### src/rtl/i2c_pkg.sv
// Shared I2C definitions: codec target FSM states, WM8731 address and register map.
package i2c_pkg;

  typedef enum logic [2:0] {
    S_IDLE,
    S_ADDR,
    S_ACK_ADDR,
    S_BYTE_HI,
    S_ACK_HI,
    S_BYTE_LO,
    S_ACK_LO,
    S_IGNORE
  } state_t;

  localparam logic [6:0] WM8731_ADDR = 7'h1A;
  localparam int         NREG        = 16;

  localparam logic [6:0] REG_LLINE  = 7'd0;
  localparam logic [6:0] REG_RLINE  = 7'd1;
  localparam logic [6:0] REG_LHP    = 7'd2;
  localparam logic [6:0] REG_RHP    = 7'd3;
  localparam logic [6:0] REG_APATH  = 7'd4;
  localparam logic [6:0] REG_DPATH  = 7'd5;
  localparam logic [6:0] REG_PDOWN  = 7'd6;
  localparam logic [6:0] REG_DFMT   = 7'd7;
  localparam logic [6:0] REG_SAMP   = 7'd8;
  localparam logic [6:0] REG_ACTIVE = 7'd9;
  localparam logic [6:0] REG_RESET  = 7'd15;

  // Address byte a controller sends to write to the given 7-bit target.
  function automatic logic [7:0] write_byte(input logic [6:0] dev);
    return {dev, 1'b0};
  endfunction

endpackage

### src/rtl/i2c_line_sync.sv
// Synchronizes SCL/SDA and derives SCL edge strobes plus START/STOP conditions.
module i2c_line_sync (
  input  logic i_clk,
  input  logic i_rst,
  input  logic i_scl,
  input  logic i_sda,
  output logic o_sda,
  output logic o_scl_rise,
  output logic o_scl_fall,
  output logic o_start,
  output logic o_stop
);

  logic [1:0] scl_sync;
  logic [1:0] sda_sync;
  logic       scl_d;
  logic       sda_d;
  logic       scl_steady_high;

  // Idle bus is high, so reset to 1 to avoid a phantom edge after reset.
  always_ff @(posedge i_clk) begin
    if (i_rst) begin
      scl_sync <= 2'b11;
      sda_sync <= 2'b11;
      scl_d    <= 1'b1;
      sda_d    <= 1'b1;
    end else begin
      scl_sync <= {scl_sync[0], i_scl};
      sda_sync <= {sda_sync[0], i_sda};
      scl_d    <= scl_sync[1];
      sda_d    <= sda_sync[1];
    end
  end

  // An SDA edge coincident with an SCL edge is data, never START/STOP.
  assign scl_steady_high = scl_sync[1] & scl_d;

  assign o_sda      = sda_sync[1];
  assign o_scl_rise = scl_sync[1] & ~scl_d;
  assign o_scl_fall = ~scl_sync[1] & scl_d;
  assign o_start    = scl_steady_high & sda_d & ~sda_sync[1];
  assign o_stop     = scl_steady_high & ~sda_d & sda_sync[1];

endmodule

### src/rtl/i2c_codec_target.sv
// I2C write-only target for the codec control protocol with a 16-entry register file.
//
// state      | meaning
// S_IDLE     | bus idle, waiting for START
// S_ADDR     | shifting the device address byte
// S_ACK_ADDR | driving ACK for a matching address
// S_BYTE_HI  | shifting {reg_addr[6:0], data[8]}
// S_ACK_HI   | driving ACK for the high byte
// S_BYTE_LO  | shifting data[7:0]; commit on last bit
// S_ACK_LO   | driving ACK for the low byte
// S_IGNORE   | not addressed, waiting for START or STOP
module i2c_codec_target
  import i2c_pkg::*;
#(
  parameter logic [6:0] DEV_ADDR = WM8731_ADDR
) (
  input  logic       i_clk,
  input  logic       i_rst,
  input  logic       i_scl,
  input  logic       i_sda,
  output logic       o_sda_oe,
  output logic       o_busy,
  output logic       o_reg_wr,
  output logic [6:0] o_reg_addr,
  output logic [8:0] o_reg_data,
  output logic       o_soft_rst,
  output logic       o_err,
  input  logic [3:0] i_rd_addr,
  output logic [8:0] o_rd_data
);

  logic sda;
  logic scl_rise;
  logic scl_fall;
  logic start_det;
  logic stop_det;

  i2c_line_sync u_line_sync (
    .i_clk      (i_clk),
    .i_rst      (i_rst),
    .i_scl      (i_scl),
    .i_sda      (i_sda),
    .o_sda      (sda),
    .o_scl_rise (scl_rise),
    .o_scl_fall (scl_fall),
    .o_start    (start_det),
    .o_stop     (stop_det)
  );

  state_t     state, state_nx;
  logic [2:0] bit_cnt, bit_cnt_nx;
  logic [7:0] shreg, shreg_nx;
  logic [7:0] hi_byte, hi_byte_nx;
  logic       sda_oe, sda_oe_nx;
  logic       busy, busy_nx;
  logic       commit, commit_nx;
  logic [7:0] byte_in;
  logic       last_bit;
  logic [6:0] commit_addr;
  logic [8:0] commit_data;

  assign byte_in  = {shreg[6:0], sda};
  assign last_bit = (bit_cnt == 3'd0);

  always_ff @(posedge i_clk) begin
    if (i_rst) begin
      state   <= S_IDLE;
      bit_cnt <= 3'd7;
      shreg   <= 8'h00;
      hi_byte <= 8'h00;
      sda_oe  <= 1'b0;
      busy    <= 1'b0;
      commit  <= 1'b0;
    end else begin
      state   <= state_nx;
      bit_cnt <= bit_cnt_nx;
      shreg   <= shreg_nx;
      hi_byte <= hi_byte_nx;
      sda_oe  <= sda_oe_nx;
      busy    <= busy_nx;
      commit  <= commit_nx;
    end
  end

  always_comb begin
    state_nx   = state;
    bit_cnt_nx = bit_cnt;
    shreg_nx   = shreg;
    hi_byte_nx = hi_byte;
    sda_oe_nx  = sda_oe;
    busy_nx    = busy;
    commit_nx  = 1'b0;

    if (start_det) begin
      state_nx   = S_ADDR;
      bit_cnt_nx = 3'd7;
      sda_oe_nx  = 1'b0;
      busy_nx    = 1'b1;
    end else if (stop_det) begin
      state_nx  = S_IDLE;
      sda_oe_nx = 1'b0;
      busy_nx   = 1'b0;
    end else begin
      unique case (state)
        S_ADDR: begin
          if (scl_rise) begin
            shreg_nx   = byte_in;
            bit_cnt_nx = bit_cnt - 3'd1;
            if (last_bit)
              state_nx = (byte_in == write_byte(DEV_ADDR)) ? S_ACK_ADDR : S_IGNORE;
          end
        end
        S_BYTE_HI: begin
          if (scl_rise) begin
            shreg_nx   = byte_in;
            bit_cnt_nx = bit_cnt - 3'd1;
            if (last_bit) begin
              hi_byte_nx = byte_in;
              state_nx   = S_ACK_HI;
            end
          end
        end
        S_BYTE_LO: begin
          if (scl_rise) begin
            shreg_nx   = byte_in;
            bit_cnt_nx = bit_cnt - 3'd1;
            if (last_bit) begin
              commit_nx = 1'b1;
              state_nx  = S_ACK_LO;
            end
          end
        end
        // First falling edge grabs SDA, the next one (end of 9th clock) lets go.
        S_ACK_ADDR, S_ACK_HI, S_ACK_LO: begin
          if (scl_fall) begin
            if (!sda_oe) begin
              sda_oe_nx = 1'b1;
            end else begin
              sda_oe_nx  = 1'b0;
              bit_cnt_nx = 3'd7;
              state_nx   = (state == S_ACK_HI) ? S_BYTE_LO : S_BYTE_HI;
            end
          end
        end
        default: ;
      endcase
    end
  end

  // hi_byte/shreg stay stable through the commit cycle since SCL is still high.
  assign commit_addr = hi_byte[7:1];
  assign commit_data = {hi_byte[0], shreg};

  logic [8:0] regfile [NREG];

  always_ff @(posedge i_clk) begin
    if (i_rst) begin
      for (int i = 0; i < NREG; i++) regfile[i] <= 9'h000;
      o_reg_wr   <= 1'b0;
      o_reg_addr <= 7'h00;
      o_reg_data <= 9'h000;
      o_soft_rst <= 1'b0;
      o_err      <= 1'b0;
      o_rd_data  <= 9'h000;
    end else begin
      o_reg_wr   <= commit;
      o_soft_rst <= commit && (commit_addr == REG_RESET);
      o_rd_data  <= regfile[i_rd_addr];
      if (commit) begin
        o_reg_addr <= commit_addr;
        o_reg_data <= commit_data;
        if (commit_addr == REG_RESET) begin
          for (int i = 0; i < NREG; i++) regfile[i] <= 9'h000;
        end else if (commit_addr < 7'(NREG)) begin
          regfile[commit_addr[3:0]] <= commit_data;
        end else begin
          o_err <= 1'b1;
        end
      end
    end
  end

  assign o_sda_oe = sda_oe;
  assign o_busy   = busy;

endmodule
### config.mk
export PLATFORM = sky130hd
export DESIGN_NAME = i2c_codec_target
export DESIGN_NICKNAME = d
export VERILOG_FILES = /design/src/rtl/i2c_pkg.sv /design/src/rtl/i2c_line_sync.sv /design/src/rtl/i2c_codec_target.sv
export SDC_FILE = /design/constraint.sdc
export NUM_CORES = 1
export LEC_CHECK = 0
export BUFFER_PORTS_ARGS = -buffer_cell sky130_fd_sc_hd__buf_4
export CAP_MARGIN = 20
export CORE_UTILIZATION = 45
export CTS_BUF_LIST = sky130_fd_sc_hd__clkbuf_4
export DETAILED_ROUTE_END_ITERATION = 8
export PLACE_DENSITY = 0.67
export SLEW_MARGIN = 0
export SYNTH_ARGS = -nofsm -noshare
export SYNTH_HDL_FRONTEND = slang
export SYNTH_SLANG_ARGS = --single-unit
### constraint.sdc
create_clock -name i_clk -period 2.8 [get_ports i_clk]
set_input_delay 0.14 -clock i_clk [delete_from_list [all_inputs] [get_ports i_clk]]
set_output_delay 0.14 -clock i_clk [all_outputs]
set_load 0.005 [all_outputs]
## After elaboration in Yosys (flattened, before gate mapping)

Memory sizes are Yosys's and may differ from the RTL's. A register that Yosys moved wholly into a read port is not among the register bits.
Index checks and enable logic that the tools add are counted.

- Register bits after elaboration: 50
- Bits in writable memories: 144
- Bits of input ports: 8
- Output and inout port bits: 30
- Logic and storage cells: 148
- Memories: 1

Memory list:

| memory | depth | bits a word | rd ports | clocked after memory_dff | write ports | line | text |
|---|---|---|---|---|---|---|---|
| regfile | 16 | 9 | 1 | 1 | 16 | i2c_codec_target.sv:154 | `logic [8:0] regfile [NREG];` |

- Add/sub/neg operators: 1
- $lt $le $gt $ge: 1
- Eq/ne operators: 25
- Muxes and demuxes: 51
- Bitwise gates (word level): 33
- Reductions and logical operators: 19

Operators with widths:

| operator | count |
|---|---|
| $mux W9 | 17 |
| $mux W3 | 13 |
| $ne A4 B4 Y1 const B | 8 |
| $mux W1 | 18 |
| $reduce_and A9 Y1 | 2 |
| $ne A2 B2 Y1 const B | 8 |
| $or A1 B1 Y1 | 16 |
| $pmux W3 S4 | 1 |
| $not A1 Y1 | 10 |
| $reduce_and A5 Y1 | 2 |
| $eq A3 B3 Y1 const B | 3 |
| $reduce_or A3 Y1 | 3 |
| $reduce_or A9 Y1 | 1 |
| $eq A8 B6 Y1 const B | 1 |
| $and A1 B1 Y1 | 7 |
| $eq A7 B4 Y1 const B | 1 |
| $lt A7 B5 Y1 const B | 1 |
| $eq A3 B2 Y1 const B | 2 |
| $pmux W3 S2 | 1 |
| $reduce_bool A6 Y1 | 1 |
| $reduce_or A5 Y1 | 1 |
| $mux W4 | 1 |
| $reduce_and A4 Y1 | 1 |
| $reduce_bool A2 Y1 | 2 |
| 9 further kinds | 9 |

## Logic depth before layout (Yosys ltp)

- Depth after elaboration: 8
- Mapped depth: 8
- Mapped depth without buffers: 7

## Hierarchy

Synthesis repeated with hierarchy kept, for this count alone.

- Cell total of the unflattened synthesis: 683
- Area total of the unflattened synthesis: 8789.7 um^2

Modules (own cells, without submodules):

| module | instances | cells each | area an instance (um^2) | sequential area each (um^2) |
|---|---|---|---|---|
| i2c_codec_target | 1 | 667 | 8599.5 | 5385.2 |
| i2c_line_sync | 1 | 16 | 190.2 | 120.1 |

## Worst setup path after synthesis

OpenSTA, ideal clock, no wires.

- Path type: register -> register
- Start: reg hi_byte[7]
- End: mem regfile[4][0] (enable)
- Library setup time: 0.387 ns
- Arrival time: 2.053 ns
- Data required time: 2.413 ns
- Setup slack: 0.359 ns
- Stages on the path, launching flop included: 5
- Clock period less this slack: 2.441 ns
- Path through: dfxtp_1 > or3_4 > or4b_1 > buf_6 > o21ai_0

RTL lines:

| element | line | text |
|---|---|---|
| from (decl) | i2c_codec_target.sv:53 | `logic [7:0] hi_byte, hi_byte_nx;` |
| from (signal assigned) | i2c_codec_target.sv:78 | `hi_byte <= hi_byte_nx;` |
| to (decl) | i2c_codec_target.sv:154 |  |

==> impl_summary.log <==
[metrics] maximum fanout count along the critical path: 10
[metrics] nature of the critical path endpoint: flop
[metrics] height of the chip: 140.9 µm
[metrics] Detailed Route Iter0 Violations: 360
[metrics] ports placed on the boundary: 38
[metrics] average detailed-routed wire length per instance: 18.65 µm
[metrics] length of the first detailed-routing pass in iterations: 5
[metrics] post-route DRC violation count: 0
[metrics] number of levels the H-tree was split into: 2
[metrics] buffers added on ports: 37
[metrics] RSZ-0062 raised after global routing: no
[metrics] grt ovf: 0
[metrics] fraction of the cycle the final worst path needs: 81.09%
[metrics] count of warnings emitted by yosys: 0
[metrics] FF+latch count, synth: 203
[metrics] row count: 50
[metrics] Total Wirelength: 19.47 mm
[metrics] Clk Tree Root Cell: sky130_fd_sc_hd__clkbuf_4
[metrics] sequential element share of the synthesized area: 63.41%
[metrics] Crit path arrival time: 2.60 ns
[metrics] ratio of cells with drive above 1 in the final layout: 24.81%
[metrics] most frequently used cell type in the post-synthesis netlist: sky130_fd_sc_hd__edfxtp_1
[metrics] final sum of negative setup slack: 0 ns
[metrics] worst slew pin tran: 0.8123 ns
[metrics] top-area cell type share of the netlist area: 49.81%
[metrics] Final setup violation count: 0
[metrics] register-to-register setup slack: 0.53 ns
[metrics] placeable core region: 18830 µm²
[metrics] shortest period the worst path allows: 2.270 ns
[metrics] routed vias: 5448
[metrics] outcome: finished, final reports clean
[metrics] post-synthesis cell count: 648
[metrics] leakage power: 3.742 nW
[metrics] count of antenna-violating nets left after detailed routing: 0
[metrics] Die Outline Area: 19850 µm²
[metrics] EDFF count, synth: 144
[metrics] starting density of the core: 46.11%
[metrics] global-route wire length before repair: 31.03 mm
[metrics] Max-Slew Margin vs Limit: 45.77%
[metrics] CTS tree: done
[metrics] most frequent cells after synthesis: 144 x sky130_fd_sc_hd__edfxtp_1, 135 x sky130_fd_sc_hd__and2_1, 59 x sky130_fd_sc_hd__dfxtp_1
[metrics] maximum resistive drop on vdd: 0.0003103 V
[metrics] Slew Limit Fails: 0
[metrics] skew final: 0.03051 ns
[metrics] dominant cells by area after synthesis: sky130_fd_sc_hd__edfxtp_1 50%, sky130_fd_sc_hd__dfxtp_1 14%, sky130_fd_sc_hd__and2_1 9.7%
[metrics] count of filler cells inserted in the layout: 1571
[metrics] horizontal extent of the die: 140.9 µm
[metrics] Routability Congestion: 0.8160
[metrics] Post-CTS Setup Inserts: 0
[metrics] dominant register cell in the synthesized netlist: sky130_fd_sc_hd__edfxtp_1
[metrics] final hold viol count: 0
[metrics] placed wire-length estimate after detailed placement: 12.92 mm
[metrics] Max Root-Sink Buffers: 3
[metrics] number of max-cap violations: 0
[metrics] post-synthesis area per instance: 13.40 µm²
[metrics] largest net degree at the start of global routing: 48
[metrics] Worst Path Class, Setup: reg2reg
[metrics] initial antenna violation count: 1
[metrics] via count of the first global-routing pass: 5610
[metrics] count of distinct cell types in the synthesized netlist: 47
[metrics] area of the mapped netlist: 8682 µm²
[metrics] Worst Setup Start Kind: flop
[metrics] cell type contributing the most total cell area after synthesis: sky130_fd_sc_hd__edfxtp_1
[metrics] post-CTS clock slew at the launch and capture registers of the worst setup and hold paths: 0.07 ns
[metrics] via-per-instance ratio: 5.218
[metrics] WP data required: 3.12 ns
[metrics] area growth from synthesis to layout: 16.54%
[metrics] number of nets in the layout: 752
[metrics] clock latency on the worst-skew pair: 0.64 ns
[metrics] number of sinks driven by the clock tree: 203
[metrics] least setup slack across all paths after layout: 0.5296 ns
[metrics] P per Cell Area: 622.6 nW/µm²
[metrics] async set-or-reset flop fraction in the synthesized netlist: 0%
[metrics] maximum frequency from static timing analysis: 440.4 MHz
[metrics] Place WS: 0.5780 ns
[metrics] TritonCTS buffer count: 52
[metrics] GRT Overall Usage: 20.73%
[metrics] type of the tightest min-delay check: in2reg
==> metal layers <==
metal / track usage [%] / routed length [µm] / vias to the layer above
li1: - / - / 2561
met1: 26.70 / 8531 / 2696
met2: 34.07 / 9532 / 165
met3: 4.518 / 1005 / 26
met4: 8.638 / 399 / 0
met5: 0 / 0 / -
==> state kept, by name, summed over array words and instances, names as in the netlist, 2 cells and up <==
register / cells
o_reg_addr: 7
bit_cnt: 3
shreg: 8
u_line_sync.sda_sync: 2
state: 3
u_line_sync.scl_sync: 2
o_reg_data: 9
regfile: 144
o_rd_data: 9
hi_byte: 8
==> final timing paths <==
path / from / endpoint / depth (start not counted)
hold reg to reg: u_line_sync.scl_sync[0] / u_line_sync.scl_sync[1] / 1
hold / removal: i_rd_addr[3] / o_rd_data[6] / 3
setup reg to reg: hi_byte[7] / regfile[0][8] / 5
setup / recovery: hi_byte[7] / regfile[0][8] / 5
==> repair_timing <==
item | in CTS | in global routing
resized for setup | 0 | 0
hold endpoints to repair | 5 | 0
hold buffers | 4 | 0
==> cells in the final DEF, fill, tap and decap left out, types with 6 or more instances in the layout <==
cell	instances
sky130_fd_sc_hd__conb_1	9
sky130_fd_sc_hd__inv_1	6
sky130_fd_sc_hd__a22oi_1	11
sky130_fd_sc_hd__mux4_2	26
sky130_fd_sc_hd__nor3_1	9
sky130_fd_sc_hd__buf_4	70
sky130_fd_sc_hd__a221oi_1	7
sky130_fd_sc_hd__a21oi_1	10
sky130_fd_sc_hd__edfxtp_1	144
sky130_fd_sc_hd__nor2_1	42
sky130_fd_sc_hd__mux2i_1	43
sky130_fd_sc_hd__nand2b_1	6
sky130_fd_sc_hd__clkinv_1	12
sky130_fd_sc_hd__nand2_1	31
sky130_fd_sc_hd__clkbuf_4	77
sky130_fd_sc_hd__dfxtp_1	59
sky130_fd_sc_hd__or2_2	8
sky130_fd_sc_hd__and2_1	135
sky130_fd_sc_hd__o21ai_0	24
==> area by class of cell <==
class / count / area [µm²] / area share [%]
sequential: 203 / 5505 / 54.41
multi-input combinational: 405 / 2997 / 29.62
clock buffer: 77 / 578.1 / 5.713
timing repair buffer: 74 / 565.5 / 5.589
tap: 260 / 325.3 / 3.215
clock inverter: 17 / 120.1 / 1.187
inverter: 6 / 22.52 / 0.2226
antenna: 2 / 5.005 / 0.04946
==> power by group <==
part	switching, mW	total, mW	internal (mW)
clock	1.16	2.60	1.44
combinational	0.168	0.312	0.144
sequential	0.0495	3.39	3.34
==> kinds of logic after synthesis <==
logic type,share of synthesized area (%)
AO/OA/AOI/OAI,4.698
XOR/XNOR,0.2018
adder cells (fa/ha/maj),0.2882
buffers and inverters,2.421
flip-flops,63.41
multiplexers,11.96
other,0.04319
AND/OR/NAND/NOR,16.98
==> worst max-delay path: stages (launching register included) <==
cell and delay (ns):
sky130_fd_sc_hd__dfxtp_1 0.34, sky130_fd_sc_hd__or3_4 0.40, sky130_fd_sc_hd__or4b_1 0.58, sky130_fd_sc_hd__nor3_4 0.32, sky130_fd_sc_hd__nand2b_1 0.15, sky130_fd_sc_hd__buf_4 0.16
==> per-stage QoR <==
step           instance area [µm²]  total power, mW  hold slack (ns)  instances  util [%]
2_1_floorplan                 8712            3.620           0.2438        656         -
3_3_place_gp                  9375            3.745           0.3251        944     49.79
3_5_place_dp                  9375            3.759           0.3294        944     49.79
4_1_cts                      10110            6.372          0.04062       1042     53.71
5_1_grt                      10120            6.548          0.04690       1044     53.73
6_report                     10120            6.300          0.09836       1044     53.73
No activity file was read; power rests on OpenSTA's default activity.
